File: config.mk
export PLATFORM = sky130hd
export DESIGN_NAME = mem_access_unit
export DESIGN_NICKNAME = d
export VERILOG_FILES = /design/src/rtl/mem_access_unit_pkg.sv /design/src/rtl/mem_access_unit_lane_align.sv /design/src/rtl/mem_access_unit.sv
export SDC_FILE = /design/constraint.sdc
export NUM_CORES = 1
export LEC_CHECK = 0
export BUFFER_PORTS_ARGS = -buffer_cell sky130_fd_sc_hd__buf_2
export CORE_MARGIN = 2
export CORE_UTILIZATION = 40
export DETAILED_ROUTE_END_ITERATION = 10
export PLACE_DENSITY = 0.74
export RECOVER_POWER = 100
export SYNTH_ARGS = -nofsm -noshare
export SYNTH_HDL_FRONTEND = slang
export SYNTH_SLANG_ARGS = --single-unit
export TNS_END_PERCENT = 10
File: constraint.sdc
create_clock -name clk -period 7.3 [get_ports clk]
set_input_delay 0 -clock clk [delete_from_list [all_inputs] [get_ports clk]]
set_output_delay 0 -clock clk [all_outputs]
set_load 0.005 [all_outputs]
File: src/rtl/mem_access_unit_pkg.sv
// Shared ISA definitions for the MEM stage: word/register widths, memory opcodes,
// FSM state encodings, access-size codes and the memory-opcode decoder.
package mem_access_unit_pkg;

  localparam int WORD = 32;
  localparam int REG  = 5;

  localparam logic [5:0] OP_LB  = 6'h20;
  localparam logic [5:0] OP_LH  = 6'h21;
  localparam logic [5:0] OP_LW  = 6'h23;
  localparam logic [5:0] OP_LBU = 6'h24;
  localparam logic [5:0] OP_LHU = 6'h25;
  localparam logic [5:0] OP_SB  = 6'h28;
  localparam logic [5:0] OP_SH  = 6'h29;
  localparam logic [5:0] OP_SW  = 6'h2B;

  localparam logic [1:0] ST_IDLE = 2'd0;
  localparam logic [1:0] ST_REQ  = 2'd1;
  localparam logic [1:0] ST_DONE = 2'd2;

  typedef enum logic [1:0] {
    SZ_BYTE = 2'd0,
    SZ_HALF = 2'd1,
    SZ_WORD = 2'd2
  } acc_size_e;

  typedef struct packed {
    logic      is_load;
    logic      is_store;
    acc_size_e size;
    logic      sign_ext;
  } mem_dec_t;

  // Loads only count as memory ops when EX qualified them with mem_read.
  function automatic mem_dec_t decode_mem_op(input logic [5:0] opcode, input logic mem_read);
    mem_dec_t d;
    d.is_load  = 1'b0;
    d.is_store = 1'b0;
    d.size     = SZ_WORD;
    d.sign_ext = 1'b0;
    case (opcode)
      OP_LB: begin
        d.is_load  = mem_read;
        d.size     = SZ_BYTE;
        d.sign_ext = 1'b1;
      end
      OP_LH: begin
        d.is_load  = mem_read;
        d.size     = SZ_HALF;
        d.sign_ext = 1'b1;
      end
      OP_LW: begin
        d.is_load = mem_read;
        d.size    = SZ_WORD;
      end
      OP_LBU: begin
        d.is_load = mem_read;
        d.size    = SZ_BYTE;
      end
      OP_LHU: begin
        d.is_load = mem_read;
        d.size    = SZ_HALF;
      end
      OP_SB: begin
        d.is_store = 1'b1;
        d.size     = SZ_BYTE;
      end
      OP_SH: begin
        d.is_store = 1'b1;
        d.size     = SZ_HALF;
      end
      OP_SW: begin
        d.is_store = 1'b1;
        d.size     = SZ_WORD;
      end
      default: begin
        d.is_load  = 1'b0;
        d.is_store = 1'b0;
      end
    endcase
    return d;
  endfunction

endpackage

File: src/rtl/mem_access_unit_lane_align.sv
// mem_lane_align: combinational lane handling for the MEM stage -- load lane
// extract with sign/zero extension, store byte enables and lane replication.
module mem_lane_align
  import mem_access_unit_pkg::*;
(
  input  logic [1:0]      addr_lo,
  input  acc_size_e       size,
  input  logic            sign_ext,
  input  logic [WORD-1:0] store_data,
  input  logic [WORD-1:0] rd_data,
  output logic [3:0]      byte_en,
  output logic [WORD-1:0] wr_data,
  output logic [WORD-1:0] load_data
);

  function automatic logic [WORD-1:0] extend_byte(input logic [7:0] b, input logic sext);
    logic signed [7:0]      b_s;
    logic signed [WORD-1:0] w_s;
    b_s = b;
    w_s = b_s;
    return sext ? w_s : {24'h0, b};
  endfunction

  function automatic logic [WORD-1:0] extend_half(input logic [15:0] h, input logic sext);
    logic signed [15:0]     h_s;
    logic signed [WORD-1:0] w_s;
    h_s = h;
    w_s = h_s;
    return sext ? w_s : {16'h0, h};
  endfunction

  logic [7:0]  rd_byte;
  logic [15:0] rd_half;

  always_comb begin
    rd_byte = 8'h0;
    case (addr_lo)
      2'd0:    rd_byte = rd_data[7:0];
      2'd1:    rd_byte = rd_data[15:8];
      2'd2:    rd_byte = rd_data[23:16];
      default: rd_byte = rd_data[31:24];
    endcase
    rd_half = addr_lo[1] ? rd_data[31:16] : rd_data[15:0];
  end

  // Halfword uses addr[1] only; word ignores the low address bits entirely.
  always_comb begin
    byte_en   = 4'b0000;
    wr_data   = '0;
    load_data = '0;
    case (size)
      SZ_BYTE: begin
        byte_en   = 4'b0001 << addr_lo;
        wr_data   = {4{store_data[7:0]}};
        load_data = extend_byte(rd_byte, sign_ext);
      end
      SZ_HALF: begin
        byte_en   = addr_lo[1] ? 4'b1100 : 4'b0011;
        wr_data   = {2{store_data[15:0]}};
        load_data = extend_half(rd_half, sign_ext);
      end
      default: begin
        byte_en   = 4'b1111;
        wr_data   = store_data;
        load_data = rd_data;
      end
    endcase
  end

endmodule

File: src/rtl/mem_access_unit.sv
// MEM-stage load/store unit: one req/ack bus access per memory instruction, stalls
// the pipeline while it is outstanding. Optional misalignment trap: MEM_ALIGN_CHECK_EN.
module mem_access_unit
  import mem_access_unit_pkg::*;
(
  input  logic            clk,
  input  logic            reset,
  input  logic [WORD-1:0] memInstruction,
  input  logic [WORD-1:0] memAluOut,
  input  logic [WORD-1:0] memMemWriteData,
  input  logic [REG-1:0]  memWriteReg,
  input  logic            memMemRead,
  output logic            memStall,
  output logic            busReq,
  output logic            busWe,
  output logic [WORD-1:0] busAddr,
  output logic [WORD-1:0] busWdata,
  output logic [3:0]      busByteEn,
  input  logic            busAck,
  input  logic [WORD-1:0] busRdata,
  output logic [WORD-1:0] wbLoadData,
  output logic [REG-1:0]  wbLoadReg,
  output logic            wbLoadValid,
  output logic            addrError
);

  logic [1:0]      state_q, state_d;
  logic            wb_valid_q, wb_valid_d;
  logic [WORD-1:0] addr_q, addr_d;
  logic [WORD-1:0] sdata_q, sdata_d;
  logic [WORD-1:0] load_data_q, load_data_d;
  logic [REG-1:0]  reg_q, reg_d;
  acc_size_e       size_q, size_d;
  logic            sign_q, sign_d;
  logic            we_q, we_d;

  mem_dec_t        dec;
  logic            mem_op;
  logic            misalign;
  logic            in_req;
  logic [3:0]      lane_be;
  logic [WORD-1:0] lane_wdata;
  logic [WORD-1:0] lane_load;
  logic            unused_instr_bits;

  assign unused_instr_bits = ^memInstruction[25:0];

  assign dec    = decode_mem_op(memInstruction[31:26], memMemRead);
  assign mem_op = dec.is_load | dec.is_store;
  assign in_req = (state_q == ST_REQ);

`ifdef MEM_ALIGN_CHECK_EN
  logic addr_err_q, addr_err_d;

  assign misalign = ((dec.size == SZ_HALF) && memAluOut[0]) ||
                    ((dec.size == SZ_WORD) && (memAluOut[1:0] != 2'b00));
  assign addrError = addr_err_q & ~reset;

  always_comb begin
    addr_err_d = 1'b0;
    if ((state_q == ST_IDLE) && mem_op) begin
      addr_err_d = misalign;
    end
  end

  always_ff @(posedge clk) begin
    if (reset) begin
      addr_err_q <= 1'b0;
    end else begin
      addr_err_q <= addr_err_d;
    end
  end
`else
  assign misalign  = 1'b0;
  assign addrError = 1'b0;
`endif

  mem_lane_align u_lane (
    .addr_lo    (addr_q[1:0]),
    .size       (size_q),
    .sign_ext   (sign_q),
    .store_data (sdata_q),
    .rd_data    (busRdata),
    .byte_en    (lane_be),
    .wr_data    (lane_wdata),
    .load_data  (lane_load)
  );

  always_comb begin
    state_d     = state_q;
    wb_valid_d  = 1'b0;
    addr_d      = addr_q;
    sdata_d     = sdata_q;
    load_data_d = load_data_q;
    reg_d       = reg_q;
    size_d      = size_q;
    sign_d      = sign_q;
    we_d        = we_q;
    case (state_q)
      ST_IDLE: begin
        if (mem_op) begin
          addr_d  = memAluOut;
          sdata_d = memMemWriteData;
          reg_d   = memWriteReg;
          size_d  = dec.size;
          sign_d  = dec.sign_ext;
          we_d    = dec.is_store;
          state_d = misalign ? ST_DONE : ST_REQ;
        end
      end
      ST_REQ: begin
        if (busAck) begin
          if (!we_q) begin
            load_data_d = lane_load;
            wb_valid_d  = 1'b1;
          end
          state_d = ST_DONE;
        end
      end
      ST_DONE: state_d = ST_IDLE;
      default: state_d = ST_IDLE;
    endcase
  end

  // Control state: reset returns to IDLE and abandons any open request.
  always_ff @(posedge clk) begin
    if (reset) begin
      state_q    <= ST_IDLE;
      wb_valid_q <= 1'b0;
    end else begin
      state_q    <= state_d;
      wb_valid_q <= wb_valid_d;
    end
  end

  // Access operands: only observed through state-qualified outputs, so no reset.
  always_ff @(posedge clk) begin
    addr_q      <= addr_d;
    sdata_q     <= sdata_d;
    load_data_q <= load_data_d;
    reg_q       <= reg_d;
    size_q      <= size_d;
    sign_q      <= sign_d;
    we_q        <= we_d;
  end

  assign memStall = ((state_q == ST_IDLE) && mem_op) || in_req;

  assign busReq    = in_req;
  assign busWe     = in_req & we_q;
  assign busAddr   = in_req ? {addr_q[WORD-1:2], 2'b00} : '0;
  assign busByteEn = in_req ? lane_be : 4'b0000;
  assign busWdata  = (in_req && we_q) ? lane_wdata : '0;

  // A reset landing in DONE suppresses the completion pulse.
  assign wbLoadValid = wb_valid_q & ~reset;
  assign wbLoadData  = wbLoadValid ? load_data_q : '0;
  assign wbLoadReg   = wbLoadValid ? reg_q : '0;

endmodule

==> Word-level counts from Yosys, hierarchy flattened <==
Cells that the tools add are included.
{ "classes": {"eq_ne": 14, "n_shift": 1, "mux": 21, "bitwise_logic": 7, "reduce_logical": 15} }
{ "ops": {"columns": ["operator", "n"], "rows": [
  ["$mux W32", 5],
  ["$pmux W32 S2", 2],
  ["$eq A6 B6 Y1 const B", 8],
  ["$pmux W8 S3", 1],
  ["$mux W16", 1],
  ["$reduce_or A3 Y1", 4],
  ["$mux W4", 2],
  ["$pmux W2 S2", 2],
  ["$pmux W4 S2", 1],
  ["$eq A2 B1 Y1 const B", 3],
  ["$logic_not A2 Y1", 3],
  ["$mux W5", 1],
  ["$reduce_or A5 Y1", 1],
  ["$mux W1", 4],
  ["$mux W2", 2],
  ["$ne A2 B2 Y1 const B", 2],
  ["$not A1 Y1", 4],
  ["$reduce_and A2 Y1", 2],
  ["$shl A1 B2 Y4 const A", 1],
  ["$reduce_and A3 Y1", 1],
  ["$and A1 B1 Y1", 2],
  ["$eq A2 B2 Y1 const B", 1],
  ["$logic_and A1 B1 Y1", 2],
  ["$reduce_or A2 Y1", 1],
  ["2 further kinds", 2]
]} }
{ "word_totals": {"ff_bits": 108, "input_bits": 137, "out_inout_bits": 110} }

==> Depth between registers and ports, before layout <==
Gate-level depths: netlist (run 1).
{ "logic_depth": {"ltp_word": 6, "depth_mapped": 6, "ltp_nobuf": 4} }

==> Cells and area by module <==
From an unflattened synthesis (run 1), not the netlist that was laid out.
{ "unflattened": {"hier_cells": 431, "hier_area_um2": 5315.1} }
{ "modules_own_cells": {"columns": ["mod", "n_inst", "cells_per_inst", "area_per_inst_um2", "seq_area_each_um2"], "rows": [
  ["mem_access_unit", 1, 252, 4101.4, 3213.1],
  ["mem_lane_align", 1, 179, 1213.7, 0.0]
]} }

==> Least setup slack after synthesis (run 1) <==
No wires, ideal clock.
{ "synth_timing": {"path_kind": "input to register", "startpoint": "in memInstruction[30]", "endpoint": "reg addr_q[0], enable pin", "arrival_time_ns": 5.611, "required_ns": 6.705, "setup_slack_ns": 1.095, "cell_stages": 4, "n_path_buf": 0, "cell_sequence": "nand2b_1 a2111oi_2 a21oi_1 nor3_1"} }
{ "synth_lines": {"columns": ["item", "line_no", "source"], "rows": [
  ["start, declared", "mem_access_unit.sv:8", "input logic [WORD-1:0] memInstruction,"],
  ["end signal, assigned", "mem_access_unit.sv:138", "addr_q <= addr_d;"],
  ["end, declared", "mem_access_unit.sv:29", "logic [WORD-1:0] addr_q, addr_d;"]
]} }

==> results of run 1 <==
area by class of cell:
| class | instances | area, um^2 |
|---|---|---|
| Clock inverter | 5 | 85.08 |
| Tap cell | 168 | 210.2 |
| Fill cell | 981 | 4609 |
| Inverter | 14 | 52.55 |
| Multi-Input combinational cell | 270 | 1578 |
| Sequential cell | 108 | 3213 |
| Clock buffer | 11 | 232.7 |
| Timing Repair Buffer | 329 | 2131 |
synth_stat cells:
master     count  area [um^2]
o211ai_1       1        7.510
edfxtp_1     105         3153
and2_4         1        8.760
nand2b_1       3        18.77
buf_2          3        15.01
a221o_1       13        130.1
nor3b_1        2        15.01
buf_4          3        22.52
o211ai_4       1        21.27
o22a_1         1        8.760
nand2_1       59        221.5
and3_1         9        56.30
o21ai_1        1        5.000
mux4_2         1        22.52
o41ai_1        1        8.760
nor2_1        34        127.6
a211oi_1       1        7.510
nor3_1         3        15.01
nor4_1         1        6.260
clkbuf_1      22        82.58
and2_1        68        425.4
nor2b_1        6        37.54
inv_1         14        52.55
o21ai_0        9        45.04
nand3_1        1        5.000
or2_2          1        6.260
a211o_1        2        17.52
dfxtp_1        3        60.06
a21o_1         1        7.510
mux2i_1       23        230.2
conb_1         1        3.750
buf_6          1        11.26
or3_1          1        6.260
a2111oi_2      1        15.01
a21oi_1       22        110.1
cell families after synthesis:
kind of cell / count (synthesis)
DFF: 108
buffers and inverters: 43
and+or+nand+nor: 189
other: 1
AOI/OAI and AO/OA: 54
muxes: 24
power breakdown:
group	switching, W	total (W)	leakage, nW	internal [W]
registers	0.00000823	0.000704	0.977	0.000696
logic	0.0000604	0.000141	2.11	0.0000806
clock network	0.000227	0.000531	0.150	0.000303
total	0.000296	0.00138	3.23	0.00108
how the worst max path moves through the flow:
| stage | depth (start not counted) | start | slack (ps) | to |
|---|---|---|---|---|
| after floorplan | 4 | memInstruction[30] | 1090 | addr_q[0] |
| after global placement | 4 | addr_q[1] | 4580 | load_data_q[4] |
| after detailed placement | 6 | memInstruction[30] | 4440 | sdata_q[4] |
| after CTS | 4 | addr_q[1] | 4100 | load_data_q[6] |
| after global routing | 7 | memInstruction[29] | 3270 | reg_q[3] |
| final | 6 | memInstruction[27] | 3590 | reg_q[0] |
sequential cells by signal, indices dropped and copies added, names as in the netlist:
name         count
reg_q            5
addr_q          32
state_q          2
sdata_q         32
wb_valid_q       1
load_data_q     32
size_q           2
sign_q           1
we_q             1
stage by stage:
stage	std cells	area [um^2]	total power, W	hold slack [ps]	setup slack (ps)
floorplan	421	4995	0.0007623	72.38	1095
global placement	780	6192	0.0008086	176.3	4576
detailed placement	780	6192	0.0008117	178.1	4444
CTS	905	7601	0.001381	0.04974	4097
global route	905	7502	0.001417	17.14	3266
finish	905	7502	0.001376	14.32	3590
metal layers:
metal | vias up | part of all wire [%] | track usage, %
met1 | 2105 | 38 | 26.88
li1 | 2088 | - | -
met2 | 253 | 51 | 39.45
met3 | 33 | 8.3 | 5.649
met4 | 0 | 2.4 | 10.00
met5 | - | 0 | 0
worst max-delay path: cells and delay by family:
kind,cells,cell delay [ps]
buf+inv,3,1480
simple gates,1,1270
compound gates,2,890
==> impl_metrics.csv, run 1 <==
group,metric,value,unit
run_status,status,"finished, violations left",
run_status,failed_checks,"max-capacitance violations, max-slew violations",
floorplanning,die_x,115.7,um
global_route,antenna_found_initial,0,
floorplanning,io_pins,247,
yosys,synth_fa_ha_area_share,0,%
critical_path,cp-start-kind,"primary input",
yosys,synth-seq-cells,108,
critical_path,crit_fanout,61,
drt,drtIter0Drc,390,
critical_path,reg2reg_slack,3840,ps
cts,cts_hold_buf,109,
layout,layout_commonest_cell,"buf_2",
global_route,grt_max_degree,62,
timing,worstMarginPinSlew,1954,ps
yosys,yosysWarnings,0,
floorplanning,die_height,115.7,um
drt,ant_nets,0,
timing,fin_crit,3710,ps
timing,hold_viol,0,
drt,vias,4479,
placement,place_congestion,0.7957,
yosys,netlist_instances,419,
power,ir_drop,0.1654,mV
critical_path,cp_slowest_cell,"nor3_1",
yosys,synth_top_family_by_area,"simple AND/OR/NAND/NOR gates",
placement,port_buffers,217,
critical_path,rr_startpoint,"state_q[1]",
layout,fin_nets,869,
power,p_leak,3.232,nW
min_path,holdCritPathClass,"in2reg",
timing,rsz0062_at_grt,"no",
layout,final_cell_mix,"164 x buf_2, 109 x dlygate4sd3_1, 105 x edfxtp_1",
critical_path,crit_type,"in2reg",
layout,drive_above_1_share,24.97,%
timing,slew_headroom,-30.53,%
global_route,track_usage,22.75,%
drt,wl_per_cell,17.21,um
yosys,synth_cell_types,35,
yosys,syn-cell-area,4987,um^2
min_path,worstHoldPathCells,2,
critical_path,worst_ep_arrival_time,3690,ps
drt,routed_via_density,4.949,
placement,dp_hpwl,9194,um
yosys,yosys.area_share.simple,19.04,%
drt,firstDrtPassIters,5,
cts,htree_levels,3,
global_route,grt_pass1_vias,4511,
yosys,synthXorXnorAreaFrac,0,%
cts,cts_setup_buffers,0,
min_path,hp-start,"busRdata[12]",
floorplanning,dieArea,13380,um^2
job,cap_violations,3,
yosys,synth.area.mux_share,5.068,%
floorplanning,start_util,41.18,%
timing,post-route-period-util,50.83,%
critical_path,crit_path_max_incr_delay,1270,ps
cts,clock_latency,350,ps
timing,fmax,269.5,MHz
cts,cts_buffers,9,
critical_path,reg2regPathDepth,5,
cts,clk_pin_slew_worst_paths,70,ps
drt,drc,0,
floorplanning,rows,40,
cts,cts_num_sinks,108,
timing,drv_slew,86,
cts,cts_root_buf,"clkbuf_16",
layout,area_delta_synth_final,50.43,%
cts,cts_resized,0,
critical_path,required,7280,ps
critical_path,endpoint_kind,"flip-flop",
global_route,grt_pass1_wl,23100,um
power,power_density,183.4,nW/um^2
timing,setup_tns,0,ps
yosys,synth_compound_area_share,7.702,%
timing,setup_viol,0,
critical_path,r2r_end,"load_data_q[18]",
layout,insertedDiodeCount,0,
critical_path,timing.critical_path.cells,"dlygate4sd3_1, clkbuf_1, a2111oi_0, a21oi_1, nor3_1, buf_4",
cts,tritoncts,"built",
min_path,holdPathEnd,"load_data_q[12]",
global_route,globalRouteOverflowTotal,0,
floorplanning,coreArea,12110,um^2
yosys,ys_seq_area_share,64.43,%
drt,routed_wl,15580,um
cts,clk_path_buf_depth,2,
timing,clock_skew,7.923,ps
layout,fin_util,61.94,%
yosys,syn_avg_cell_area,11.90,um^2
Power figures use the tool's default switching activity.
==> inputs of run 2 (changes only) <==
- clock period: 7.3 -> 3.87 ns (I/O delays scaled with it)
==> impl_metrics.csv, run 2 (synthesized netlist as in run 1, its figures left out) <==
group,metric,value,unit
floorplanning,coreArea,12110,um^2
critical_path,cp-start-kind,"flip-flop",
global_route,globalRouteOverflowTotal,0,
global_route,grt_pass1_vias,4583,
floorplanning,die_x,115.7,um
drt,routed_via_density,4.931,
timing,drv_slew,39,
drt,routed_wl,15520,um
min_path,holdCritPathClass,"in2reg",
drt,ant_nets,0,
critical_path,crit_type,"reg2reg",
cts,cts_setup_buffers,0,
floorplanning,start_util,41.18,%
placement,port_buffers,217,
cts,tritoncts,"built",
timing,setup_viol,0,
drt,firstDrtPassIters,7,
global_route,grt_pass1_wl,23200,um
power,power_frac_seq,50.4,%
power,p_sw_share,20.60,%
drt,drc,0,
drt,vias,4443,
critical_path,endpoint_kind,"flip-flop",
cts,cts_buffers,9,
timing,fmax,311.3,MHz
timing,setup_tns,0,ps
layout,final_cell_mix,"162 x buf_2, 105 x edfxtp_1, 104 x dlygate4sd3_1",
timing,hold_viol,0,
power,p_int,0.002093,W
timing,final.setup.worst_slack,657.2,ps
timing,slew_headroom,-25.74,%
placement,pre_cts_ws,1256,ps
global_route,track_usage,23.12,%
layout,insertedDiodeCount,0,
cts,htree_levels,3,
drt,drtIter0Drc,358,
power,power_frac_comb,10.0,%
timing,hold_slack,24.64,ps
cts,clock_latency,350,ps
run_status,failed_checks,"max-capacitance violations, max-slew violations",
critical_path,required,3910,ps
critical_path,crit_fanout,21,
cts,cts_num_sinks,108,
power,clkPwrFrac,39.6,%
timing,worstMarginPinSlew,1882,ps
global_route,antenna_found_initial,0,
layout,drive_above_1_share,25.24,%
layout,area_delta_synth_final,49.95,%
timing,fin_crit,3213,ps
cts,clk_path_buf_depth,2,
floorplanning,rows,40,
timing,post-route-period-util,83.02,%
timing,clock_skew,10.73,ps
floorplanning,io_pins,247,
power,net-switching-power,0.0005431,W
floorplanning,die_height,115.7,um
layout,fin_nets,865,
cts,cts_root_buf,"clkbuf_16",
layout,biggestRegsByFlops,"addr_q x32, load_data_q x32, sdata_q x32",
power,p_leak,3.232,nW
global_route,grt_max_degree,70,
run_status,status,"finished, violations left",
cts,clk_pin_slew_worst_paths,70,ps
timing,rsz0062_at_grt,"no",
placement,place_congestion,0.8087,
placement,dp_hpwl,9432,um
critical_path,worst_ep_arrival_time,3260,ps
power,power_density,352.5,nW/um^2
power,ir_drop,0.2850,mV
layout,fillers,952,
job,cap_violations,1,
layout,layout_commonest_cell,"buf_2",
floorplanning,dieArea,13380,um^2
drt,wl_per_cell,17.23,um
run 2: power by group through the flow:
stage | clock, W | sequential [W] | combinational, W
after global routing | 0.00110 | 0.00133 | 0.000284
after detailed placement | 0 | 0.00136 | 0.000178
after global placement | 0 | 0.00135 | 0.000173
after CTS | 0.00106 | 0.00133 | 0.000261
after floorplan | 0 | 0.00135 | 0.0000889
final | 0.00104 | 0.00133 | 0.000263
run 2: final timing paths:
check,startpoint,endpoint,slack (ps),depth (start not counted)
setup / recovery,size_q[0],load_data_q[31],660,4
setup reg to reg,size_q[0],load_data_q[31],660,4
hold reg to reg,state_q[0],state_q[0],520,1
hold / removal,busRdata[14],load_data_q[14],20,2
run 2: what timing repair did:
item | CTS | global route
hold buffers | 104 | 0
setup endpoints to repair | 0 | 0
gates resized for setup | 0 | 0
hold endpoints to repair | 103 | 0
run 2: final cells by class:
type | instances | area (um^2) | share of cell area [%]
clock inverters | 7 | 112.6 | 1.506
well taps | 168 | 210.2 | 2.811
multi-input cells | 270 | 1578 | 21.10
clock buffers | 9 | 225.2 | 3.012
inverters | 14 | 52.55 | 0.7027
flip-flops and latches | 108 | 3213 | 42.96
repair buffers | 325 | 2087 | 27.91
run 2: routing by layer:
metal	vias up	wire length, um	track usage, %	share of wire [%]
met1	2094	5947	27.24	38
li1	2079	-	-	-
met3	31	1157	4.864	7.5
met5	-	0	0	0
met4	0	408	10.63	2.6
met2	239	8009	40.62	52
run 2: metrics by stage:
| stage | total power, W | instance area (um^2) | utilization (%) | instances |
|---|---|---|---|---|
| finish | 0.002636 | 7478 | 61.75 | 901 |
| global route | 0.002720 | 7478 | 61.75 | 901 |
| CTS | 0.002649 | 7585 | 62.62 | 901 |
| detailed placement | 0.001534 | 6206 | 51.24 | 781 |
| global placement | 0.001527 | 6206 | 51.24 | 781 |
| floorplan | 0.001435 | 5006 | - | 421 |
run 2: critical path: stages, from the launching register on:
cell	delay (ps)
edfxtp_1	970
nor2_1	480
and2_0	290
o211ai_1	1020
nand2_1	140
